$ cat config.mk
export PLATFORM = sky130hd
export DESIGN_NAME = demux_rr_scheduler
export DESIGN_NICKNAME = d
export VERILOG_FILES = /design/src/rtl/demux_rr_scheduler.sv
export SDC_FILE = /design/constraint.sdc
export NUM_CORES = 1
export LEC_CHECK = 0
export CAP_MARGIN = 25
export CORE_ASPECT_RATIO = 0.8
export CORE_MARGIN = 10
export CORE_UTILIZATION = 37
export CTS_CLUSTER_SIZE = 12
export DETAILED_ROUTE_END_ITERATION = 10
export PLACE_DENSITY = 0.78
export SYNTH_ARGS = -nofsm -noshare
export SYNTH_HDL_FRONTEND = slang
export SYNTH_SLANG_ARGS = --single-unit
$ cat constraint.sdc
create_clock -name clk -period 2 [get_ports clk]
set_input_delay 0.4 -clock clk [delete_from_list [all_inputs] [get_ports clk]]
set_output_delay 0.4 -clock clk [all_outputs]
set_load 0.03 [all_outputs]
$ cat src/rtl/demux_rr_scheduler.sv
// Round-robin burst scheduler steering one valid/ready stream onto four lanes, BURST_LEN beats per grant.
// Optional stall abort is compiled in with DEMUX_SCHED_TIMEOUT_EN.
module demux_rr_scheduler #(
  parameter int DATA_W      = 8,
  parameter int BURST_LEN   = 4,
  parameter int TIMEOUT_CYC = 16
) (
  input  logic                  clk,
  input  logic                  rst_n,
  input  logic [3:0]            ch_en,
  input  logic [DATA_W-1:0]     in_data,
  input  logic                  in_valid,
  output logic                  in_ready,
  output logic [4*DATA_W-1:0]   out_data,
  output logic [3:0]            out_valid,
  input  logic [3:0]            out_ready,
  output logic [1:0]            sel,
  output logic                  busy,
  output logic [7:0]            beat_cnt,
`ifdef DEMUX_SCHED_TIMEOUT_EN
  output logic                  timeout,
`endif
  output logic [1:0]            dbg_state
);

  // Handshake: a beat transfers on a cycle where in_valid && in_ready; in_ready
  // mirrors out_ready of the granted lane only in XFER, so the producer sees the
  // consumer directly with no buffering.
  typedef enum logic [1:0] {
    S_IDLE  = 2'd0,
    S_GRANT = 2'd1,
    S_XFER  = 2'd2
  } state_t;

  state_t      state_q, state_d;
  logic [1:0]  sel_q, sel_d;
  logic [1:0]  last_sel_q, last_sel_d;
  logic [7:0]  beat_cnt_q, beat_cnt_d;
  logic        beat;

`ifdef DEMUX_SCHED_TIMEOUT_EN
  localparam int STALL_W = $clog2(TIMEOUT_CYC + 1);
  logic [STALL_W-1:0] stall_q, stall_d;
  logic               timeout_q, timeout_d;
`else
  localparam int unused_timeout_cyc = TIMEOUT_CYC;
`endif

  // Nearest enabled channel after last, wrapping; descending scan lets the closest win.
  function automatic logic [1:0] pick(input logic [1:0] last, input logic [3:0] en);
    logic [1:0] c;
    pick = last;
    for (int i = 4; i >= 1; i--) begin
      c = last + 2'(i);
      if (en[c]) pick = c;
    end
  endfunction

  always_comb begin
    state_d    = state_q;
    sel_d      = sel_q;
    last_sel_d = last_sel_q;
    beat_cnt_d = beat_cnt_q;
    in_ready   = 1'b0;
    out_valid  = '0;
    out_data   = '0;
    beat       = 1'b0;
`ifdef DEMUX_SCHED_TIMEOUT_EN
    stall_d    = stall_q;
    timeout_d  = 1'b0;
`endif
    case (state_q)
      S_IDLE: begin
        if (in_valid && (ch_en != 4'b0000)) begin
          state_d    = S_GRANT;
          sel_d      = pick(last_sel_q, ch_en);
          beat_cnt_d = 8'd0;
        end
      end
      S_GRANT: begin
        state_d    = S_XFER;
        beat_cnt_d = 8'd0;
`ifdef DEMUX_SCHED_TIMEOUT_EN
        stall_d    = '0;
`endif
      end
      S_XFER: begin
        in_ready = out_ready[sel_q];
        for (int k = 0; k < 4; k++) begin
          if (2'(k) == sel_q) begin
            out_valid[k]                   = in_valid;
            out_data[k*DATA_W +: DATA_W]   = in_data;
          end
        end
        beat = in_valid && in_ready;
        if (beat) begin
          beat_cnt_d = beat_cnt_q + 8'd1;
          if (beat_cnt_q + 8'd1 == 8'(BURST_LEN)) begin
            state_d    = S_IDLE;
            last_sel_d = sel_q;
          end
`ifdef DEMUX_SCHED_TIMEOUT_EN
          stall_d = '0;
        end else if (32'(stall_q) + 32'd1 == TIMEOUT_CYC) begin
          state_d    = S_IDLE;
          last_sel_d = sel_q;
          timeout_d  = 1'b1;
          stall_d    = '0;
        end else begin
          stall_d = stall_q + STALL_W'(1);
`endif
        end
      end
      default: state_d = S_IDLE;
    endcase
  end

  always_ff @(posedge clk) begin
    if (!rst_n) begin
      state_q    <= S_IDLE;
      sel_q      <= 2'd0;
      last_sel_q <= 2'd3;
      beat_cnt_q <= 8'd0;
`ifdef DEMUX_SCHED_TIMEOUT_EN
      stall_q    <= '0;
      timeout_q  <= 1'b0;
`endif
    end else begin
      state_q    <= state_d;
      sel_q      <= sel_d;
      last_sel_q <= last_sel_d;
      beat_cnt_q <= beat_cnt_d;
`ifdef DEMUX_SCHED_TIMEOUT_EN
      stall_q    <= stall_d;
      timeout_q  <= timeout_d;
`endif
    end
  end

  assign sel       = sel_q;
  assign busy      = (state_q != S_IDLE);
  assign beat_cnt  = beat_cnt_q;
  assign dbg_state = state_q;
`ifdef DEMUX_SCHED_TIMEOUT_EN
  assign timeout   = timeout_q;
`endif

endmodule

**Word-level counts from Yosys, hierarchy flattened**

Cells that the tools add are included.

- $add $sub $neg: 4
- Magnitude comparators: 4
- Eq/ne operators: 9
- Reductions and logical operators: 11
- Muxes and demuxes: 29

Operators with widths:

| operator | count |
|---|---|
| two-way mux 8 bit | 6 |
| two-way mux 32 bit | 1 |
| one-hot mux 8 bit (3 select lines) | 1 |
| < comparator 2 x 3 -> 1 bit (second input constant) | 4 |
| two-way mux 2 bit | 6 |
| two-way mux 1 bit | 9 |
| AND reduction 3 bit | 3 |
| adder 8 x 1 -> 8 bit (second input constant) | 1 |
| binary-select mux 1 bit (select 2 bit) | 4 |
| == test 8 x 3 -> 1 bit (second input constant) | 1 |
| inequality test 2 bit (second input constant) | 3 |
| one-hot mux 2 bit (3 select lines) | 1 |
| adder 2 bit (second input constant) | 2 |
| == test 2 bit (first input constant) | 2 |
| zero test 2 bit | 2 |
| two-way mux 4 bit | 1 |
| nonzero test 4 bit | 1 |
| nonzero test 3 bit | 1 |
| adder 2 x 1 -> 2 bit (second input constant) | 1 |
| == test 1 x 2 -> 1 bit (first input constant) | 1 |
| == test 2 x 1 -> 1 bit (second input constant) | 1 |
| == test 2 bit (second input constant) | 1 |
| logical AND 1 bit | 2 |
| AND reduction 2 bit | 1 |
| nonzero test 2 bit | 1 |

- Flip-flop bits (word level): 14
- Output and inout bits: 50

**Logic depth before layout (Yosys ltp)**

Gate-level depths: netlist (run 1).

- Depth after elaboration: 6
- Gate-level depth with buffers: 7
- Mapped depth without buffers: 6

**Worst setup path before layout (run 1)**

Ideal clock, no wire load.

- Path type: register -> output
- Start: reg state_q[1] (netlist: dbg_state[1])
- End: out out_valid[2]
- Buffers on the path: 2
- Arrival: 2.161 ns
- Stages on the path, launching flop included: 6
- Path slack: -0.561 ns
- Required time: 1.600 ns
- Path through: dfxtp_1 -> clkbuf_1 -> nor2b_1 -> clkbuf_1 -> nand2_1 -> nor3b_1

- Longest elaborated chain between the ends: 2

RTL lines:

| element | RTL line | text |
|---|---|---|
| from (decl) | 35 | `state_t state_q, state_d;` |
| from (signal assigned) | 129 | `state_q <= state_d;` |
| == test 2 bit | 72 | `case (state_q)` |
| two-way mux 4 bit | 72 |  |
| to (decl) | 15 | `output logic [3:0] out_valid,` |

Every way passes these cells.

**Worst setup path after layout (run 1)**

- Start: in out_ready[2]
- End: out in_ready

- Longest elaborated chain between the ends: 3

RTL lines:

| element | RTL line | text |
|---|---|---|
| from (decl) | 16 | `input logic [3:0] out_ready,` |
| binary-select mux 1 bit (select 2 bit) | 88 | `in_ready = out_ready[sel_q];` |
| two-way mux 1 bit (not written as such) | 88 |  |
| two-way mux 1 bit | 72 |  |
| to (decl) | 13 | `output logic in_ready,` |

Every way passes these cells. The select of a mux whose other input is x is not followed.

==> metrics.md, run 1 <==
| Metric | Value |
|---|---|
| Status | `complete, no violations` |
| Post-Syn Area per Cell | `6.95 um2` |
| VDD IR max | `359 uV` |
| Fin nets | `273` |
| Max-cap violations | `0` |
| Die W | `82.4 um` |
| Antenna violations before repair | `0` |
| Non-Filler Instances | `290` |
| DRT Pass-1 Iters | `4` |
| Largest family of logic cells by synthesized area | `simple AND/OR/NAND/NOR gates` |
| Ant. Diodes | `0` |
| Pwr dens | `389 nW/um2` |
| # rows | `18` |
| Leak Pwr | `0.917 nW` |
| IO Pins | `69` |
| Fmax achieved | `0.509 GHz` |
| Placement Setup Slack | `-0.451 ns` |
| Max clock buf depth | `2` |
| Worst slew pin tran | `0.499 ns` |
| Die area | `5770 um2` |
| Yosys warns | `0` |
| Reg clk slew, reported paths | `0.06 ns` |
| Clk Latency, worst-skew pair | `0.24 ns` |
| Hold_buf cts | `0` |
| Compound-Gate Fraction of Synth Area | `15.3%` |
| CTS H-tree lvls | `1` |
| Port Buffers | `68` |
| Placed Area | `1910 um2` |
| Post-route setup slack | `0.0360 ns` |
| Hold path depth | `2` |
| Final worst-path cycle share | `98.2%` |
| Final Hold Viols | `0` |
| CTS tree | `built` |
| Setup CP Type | `input pin to output pin` |
| Crit path DAT | `1.56 ns` |
| Num CTS Buffers | `3` |
| Yosys reg bits | `14` |
| Mux cell area share after synthesis | `5.42%` |
| Synth cell types | `43` |
| Critical path required time | `1.60 ns` |
| Rel. slew slack | `66.6%` |
| Initial Util | `37.9%` |
| GRT Total Usage | `15.5%` |
| Tightest Hold Check Type | `flop to flop` |
| Final Cell Area | `1990 um2` |
| CORE AREA | `3040 um2` |
| Gr ovfl total | `0` |
| Final Setup Violations | `0` |
| Sink count of the clock tree | `14` |
| Setup Skew | `0.000727 ns` |
| Register-to-Register Path Depth | `6` |
| First-pass GRT wire length | `7130 um` |
| Post-route DRC | `0` |
| Post-DP HPWL | `3610 um` |
| Sequential fraction of the synthesis area | `24.3%` |
| Crit path launch type | `input pin` |
| Area grow syn2layout | `72.8%` |
| Initial DRC Count | `111` |
| Post-DRT Antenna Nets | `0` |
| Via count | `1493` |
| RSZ-0062 raised after global routing | `no` |
| Syn Inst Count | `166` |
| Area share of xor/xnor cells in the synthesized design | `3.04%` |
| Crit end category | `output pin` |
| Root Buffer | `clkbuf_8` |
| Total negative slack | `0 ns` |
| Avg WL per Cell | `15.2 um` |
| Crit-path max FO | `2` |
| Hold_ws | `0.557 ns` |
| Via density | `5.15` |
| Routed wire length | `4420 um` |
| Layout cells sized above 1 | `30.8%` |
| Total power | `775 uW` |
| Synth Cell Area | `1150 um2` |
| Slew Limit Fails | `0` |
| Post-layout min period | `1.96 ns` |
| Die H | `69.9 um` |
| Post-synthesis simple-gate area fraction | `43.5%` |
| Post-Syn Nets | `187` |
| Routability cong. | `0.812` |
| # placed instances | `284` |
| Largest net degree at the start of global routing | `16` |
| Post-Route Utilization | `65.6%` |
| Vias in the first global route | `1430` |
| Adder-Cell Fraction of Synth Area | `2.17%` |
-- logic make-up after synthesis --
| logic type | count (synthesis) |
|---|---|
| AO/OA/AOI/OAI | 26 |
| XOR/XNOR | 4 |
| adder cells (fa/ha/maj) | 2 |
| buffers and inverters | 15 |
| flip-flops | 14 |
| multiplexers | 5 |
| AND/OR/NAND/NOR | 100 |
-- layout make-up --
cell class	instances	area, um2
flip-flops and latches	14	282
well taps	40	50.0
multi-input cells	137	832
fillers	285	1050
clock buffers	3	41.3
repair buffers	90	766
inverters	6	22.5
-- routing by layer --
layer	global-route usage (%)	wire length (um)
met1	19.1	1850
met4	6.42	109
met3	3.32	277
met2	24.8	2190
met5	0	0
-- path summary, 6_finish.rpt --
check / from / to / slack [ns]
max: out_ready[2] / in_ready / 0.04
min: beat_cnt[5]$_SDFFE_PN0P_ / beat_cnt[5]$_SDFFE_PN0P_ / 0.56
max reg2reg: sel[0]$_SDFFE_PN0P_ / beat_cnt[7]$_SDFFE_PN0P_ / 0.19
min reg2reg: beat_cnt[5]$_SDFFE_PN0P_ / beat_cnt[5]$_SDFFE_PN0P_ / 0.56
-- cell usage after synthesis (all sizes together) --
cell | number | share of area, %
nor2 | 33 | 11
nand2 | 19 | 6.2
and2 | 16 | 8.7
dfxtp | 14 | 24
nand3 | 11 | 5.2
nand4 | 7 | 3.8
inv | 6 | 2.0
o21ai | 6 | 2.6
buf | 5 | 3.0
clkbuf | 4 | 1.3
mux2i | 4 | 3.5
a21oi | 3 | 1.3
a21boi | 2 | 1.3
a31oi | 2 | 1.1
and3 | 2 | 1.5
ha | 2 | 2.2
nand2b | 2 | 1.1
nor3 | 2 | 0.87
o22ai | 2 | 1.1
o41ai | 2 | 1.5
or2 | 2 | 1.1
xnor2 | 2 | 1.5
xor2 | 2 | 1.5
a21o | 1 | 0.65
a2bb2oi | 1 | 0.76
a311oi | 1 | 0.76
a31o | 1 | 0.76
a41oi | 1 | 0.76
and3b | 1 | 0.76
and4b | 1 | 0.87
mux4 | 1 | 2.0
nand4b | 1 | 0.76
nor2b | 1 | 0.54
nor3b | 1 | 0.65
nor4b | 1 | 0.76
o211ai | 1 | 0.65
o21a | 1 | 0.65
o311ai | 1 | 0.76
o31ai | 1 | 0.65
-- what timing repair did --
action	CTS	global route
setup endpoints to repair	9	12
pin swaps	0	2
buffers inserted	0	3
cloned	0	0
gates resized for setup	9	5
-- registers in the layout (all words and copies together) (netlist names) --
name	flops
beat_cnt	8
dbg_state	2
last_sel_q	2
sel	2
-- power breakdown --
part | total [mW] | internal [mW] | switching, mW
sequential | 0.290 | 0.286 | 0.00461
clock | 0.229 | 0.133 | 0.0958
combinational | 0.256 | 0.117 | 0.139
-- cells in the final DEF (no fill, tap or decap), types with 2 or more instances in the layout --
cell type,n
a21boi_0,2
o22ai_1,2
nor2_1,30
mux2i_1,4
nand3_1,10
o21ai_0,6
or2_2,2
dlymetal6s2s_1,2
nor2_2,3
inv_1,6
nand4_1,7
buf_6,2
a21oi_1,3
xor2_1,2
buf_4,57
ha_1,2
nor3_1,2
o41ai_1,2
dfxtp_1,13
and2_1,15
nand2b_1,2
clkbuf_8,3
a31oi_1,2
nand2_1,19
xnor2_1,2
clkdlybuf4s50_1,29
-- critical path, cell delays in order --
cell	delay [ns]
clkdlybuf4s50_1	0.39
mux4_2	0.48
and2_4	0.16
buf_6	0.13
No activity file was read; power rests on OpenSTA's default activity.
==> run 2: changes to the inputs <==
CORE_MARGIN = not set   (was 10)
CORE_UTILIZATION = 34   (was 37)
PLACE_DENSITY = 0.75   (was 0.78)
clock period = 1.7 ns   (was 2 ns; I/O delays follow)
==> run 2 against run 1 <==
  * Worst setup slack got worse by 0.14 ns
  * Clock power rose by 41%
  * Global-route usage rose by 11 points
  * The run now ends with negative setup slack left
  * Core utilization rose by 17 points
  * Combinational power rose by 73%
  * Sequential share of layout area fell by 2.4 points
  * Worst hold slack got worse by 0.033 ns
==> metrics.md, run 2 (synthesis results as in run 1) <==
| Metric | Value |
|---|---|
| Hold_ws | `0.524 ns (-0.0327 ns)` |
| Max-cap violations | `0 (unchanged)` |
| Post-DRT Antenna Nets | `0 (unchanged)` |
| Reg clk slew, reported paths | `0.05 ns (about the same)` |
| Vias in the first global route | `1491 (+4.3%)` |
| Max clock buf depth | `2 (unchanged)` |
| Ant. Diodes | `0 (unchanged)` |
| Pwr dens | `427 nW/um2 (+9.9%)` |
| Post-route DRC | `0 (unchanged)` |
| Slew Limit Fails | `0 (unchanged)` |
| Leak Pwr | `1.14 nW (+24%)` |
| Die area | `3630 um2 (-37%)` |
| Rel. slew slack | `75.9% (+9.2 points)` |
| Filler cells | `168 (-41%)` |
| Num CTS Buffers | `3 (unchanged)` |
| Most frequent cells in the layout | `38 x buf_6, 26 x buf_4, 25 x nor2_4` |
| Sink count of the clock tree | `14 (unchanged)` |
| Non-Filler Instances | `299 (+3.1%)` |
| IO Pins | `69 (unchanged)` |
| DRT Pass-1 Iters | `4 (unchanged)` |
| Die H | `54.1 um (-23%)` |
| Critical path required time | `1.36 ns (-0.24 ns)` |
| Worst slew pin tran | `0.358 ns (-0.141 ns)` |
| Final worst-path cycle share | `106%` |
| Layout cells sized above 1 | `54.4% (+24 points)` |
| Via count | `1682 (+13%)` |
| Routed wire length | `5420 um (+23%)` |
| Initial Util | `36.6% (-1.4 points)` |
| Fmax achieved | `0.554 GHz` |
| Setup Skew | `0.00412 ns (+0.00339 ns)` |
| # placed instances | `289 (+1.8%)` |
| Root Buffer | `clkbuf_8` |
| Multi-input gate area | `1200 um2 (+44%)` |
| Total power | `1.11 mW (+43%)` |
| Final Cell Area | `2600 um2 (+30%)` |
| Gr ovfl total | `0 (unchanged)` |
| Violated checks | `negative setup slack` |
| Crit path DAT | `1.46 ns (-0.10 ns)` |
| Clk Latency, worst-skew pair | `0.25 ns (about the same)` |
| Antenna violations before repair | `0 (unchanged)` |
| Via density | `5.63 (+9.3%)` |
| Post-route setup slack | `-0.105 ns (-0.141 ns)` |
| Die W | `67.1 um (-19%)` |
| Largest net degree at the start of global routing | `10 (-6)` |
| Avg WL per Cell | `18.1 um (+19%)` |
| Placement Setup Slack | `-0.616 ns (-0.165 ns)` |
| Final Setup Violations | `27 (+27)` |
| Crit end category | `output pin` |
| First-pass GRT wire length | `7110 um (-0.28%)` |
| Setup CP Type | `flop to output pin` |
| Port Buffers | `68 (unchanged)` |
| Initial DRC Count | `82 (-26%)` |
| CTS tree | `built` |
| Post-layout min period | `1.80 ns` |
| Placed Area | `2150 um2 (+13%)` |
| RSZ-0062 raised after global routing | `yes` |
| Crit path launch type | `flop` |
| Final Hold Viols | `0 (unchanged)` |
| GRT Total Usage | `26.2% (+11 points)` |
| Max FFs per register | `8 (unchanged)` |
| Crit-path max FO | `8 (+6)` |
| Status | `finished with violations` |
| CORE AREA | `3150 um2 (+3.7%)` |
| Commonest non-fill, non-tap cell in the layout | `buf_6` |
| Total negative slack | `-1.66 ns (-1.66 ns)` |
| Tightest Hold Check Type | `flop to flop` |
| Fin nets | `281 (+2.9%)` |
| Reg area | `304 um2 (+8.0%)` |
| Area grow syn2layout | `125%` |
| # rows | `18 (unchanged)` |
| Routability cong. | `0.856 (+5.4%)` |
| CTS H-tree lvls | `1 (unchanged)` |
| Post-Route Utilization | `82.5% (+17 points)` |
| VDD IR max | `373 uV (+4.1%)` |
| Post-DP HPWL | `3320 um (-8.0%)` |
## run 2: changes by cell type in the layout (fill, tap and decap cells not counted), sizes merged
cell / before / now
dlygate4sd2: 0 / 13
clkbuf: 3 / 4
or2: 2 / 3
clkdlybuf4s50: 29 / 13
buf: 59 / 66
dlymetal6s2s: 2 / 5
## run 2: final timing paths
check | start | endpoint | slack [ns] | cells past startpoint
setup / recovery | dbg_state[0]$_SDFFE_PN0P_ | out_data[17] | -0.10 | 5
hold / removal | beat_cnt[1]$_SDFFE_PN0P_ | beat_cnt[1]$_SDFFE_PN0P_ | 0.52 | 2
setup reg to reg | sel[0]$_SDFFE_PN0P_ | beat_cnt[7]$_SDFFE_PN0P_ | -0.06 | 6
hold reg to reg | beat_cnt[1]$_SDFFE_PN0P_ | beat_cnt[1]$_SDFFE_PN0P_ | 0.52 | 2
## run 2: power by group
group | internal, mW | switching (mW)
clock | 0.205 | 0.119
sequential | 0.331 | 0.0120
combinational | 0.192 | 0.252
## run 2: routing by layer
layer	wire, um	global-route usage (%)
met5	0	0
met4	119	4.96
met3	361	4.87
met2	2670	40.7
met1	2270	37.7
## run 2: final cells by class
type	instances	share of cell area, %
clock buffers	4	2.12
inverters	6	0.866
multi-input cells	138	46.1
flip-flops and latches	14	11.7
well taps	40	1.92
repair buffers	97	37.3
## run 2: what timing repair did
action,CTS,global route
hold buffers,0,0
endpoints found under the setup margin,56,49
gates resized for setup,60,51
pin swaps,4,19
setup buffers,1,4
gates cloned,1,0
## run 2: worst max-delay path: stages, from the launching register on
cell and delay, ns:
dfxtp_2 0.36, nor2b_4 0.13, buf_6 0.12, and3b_2 0.30
and2_4 0.18, buf_6 0.12
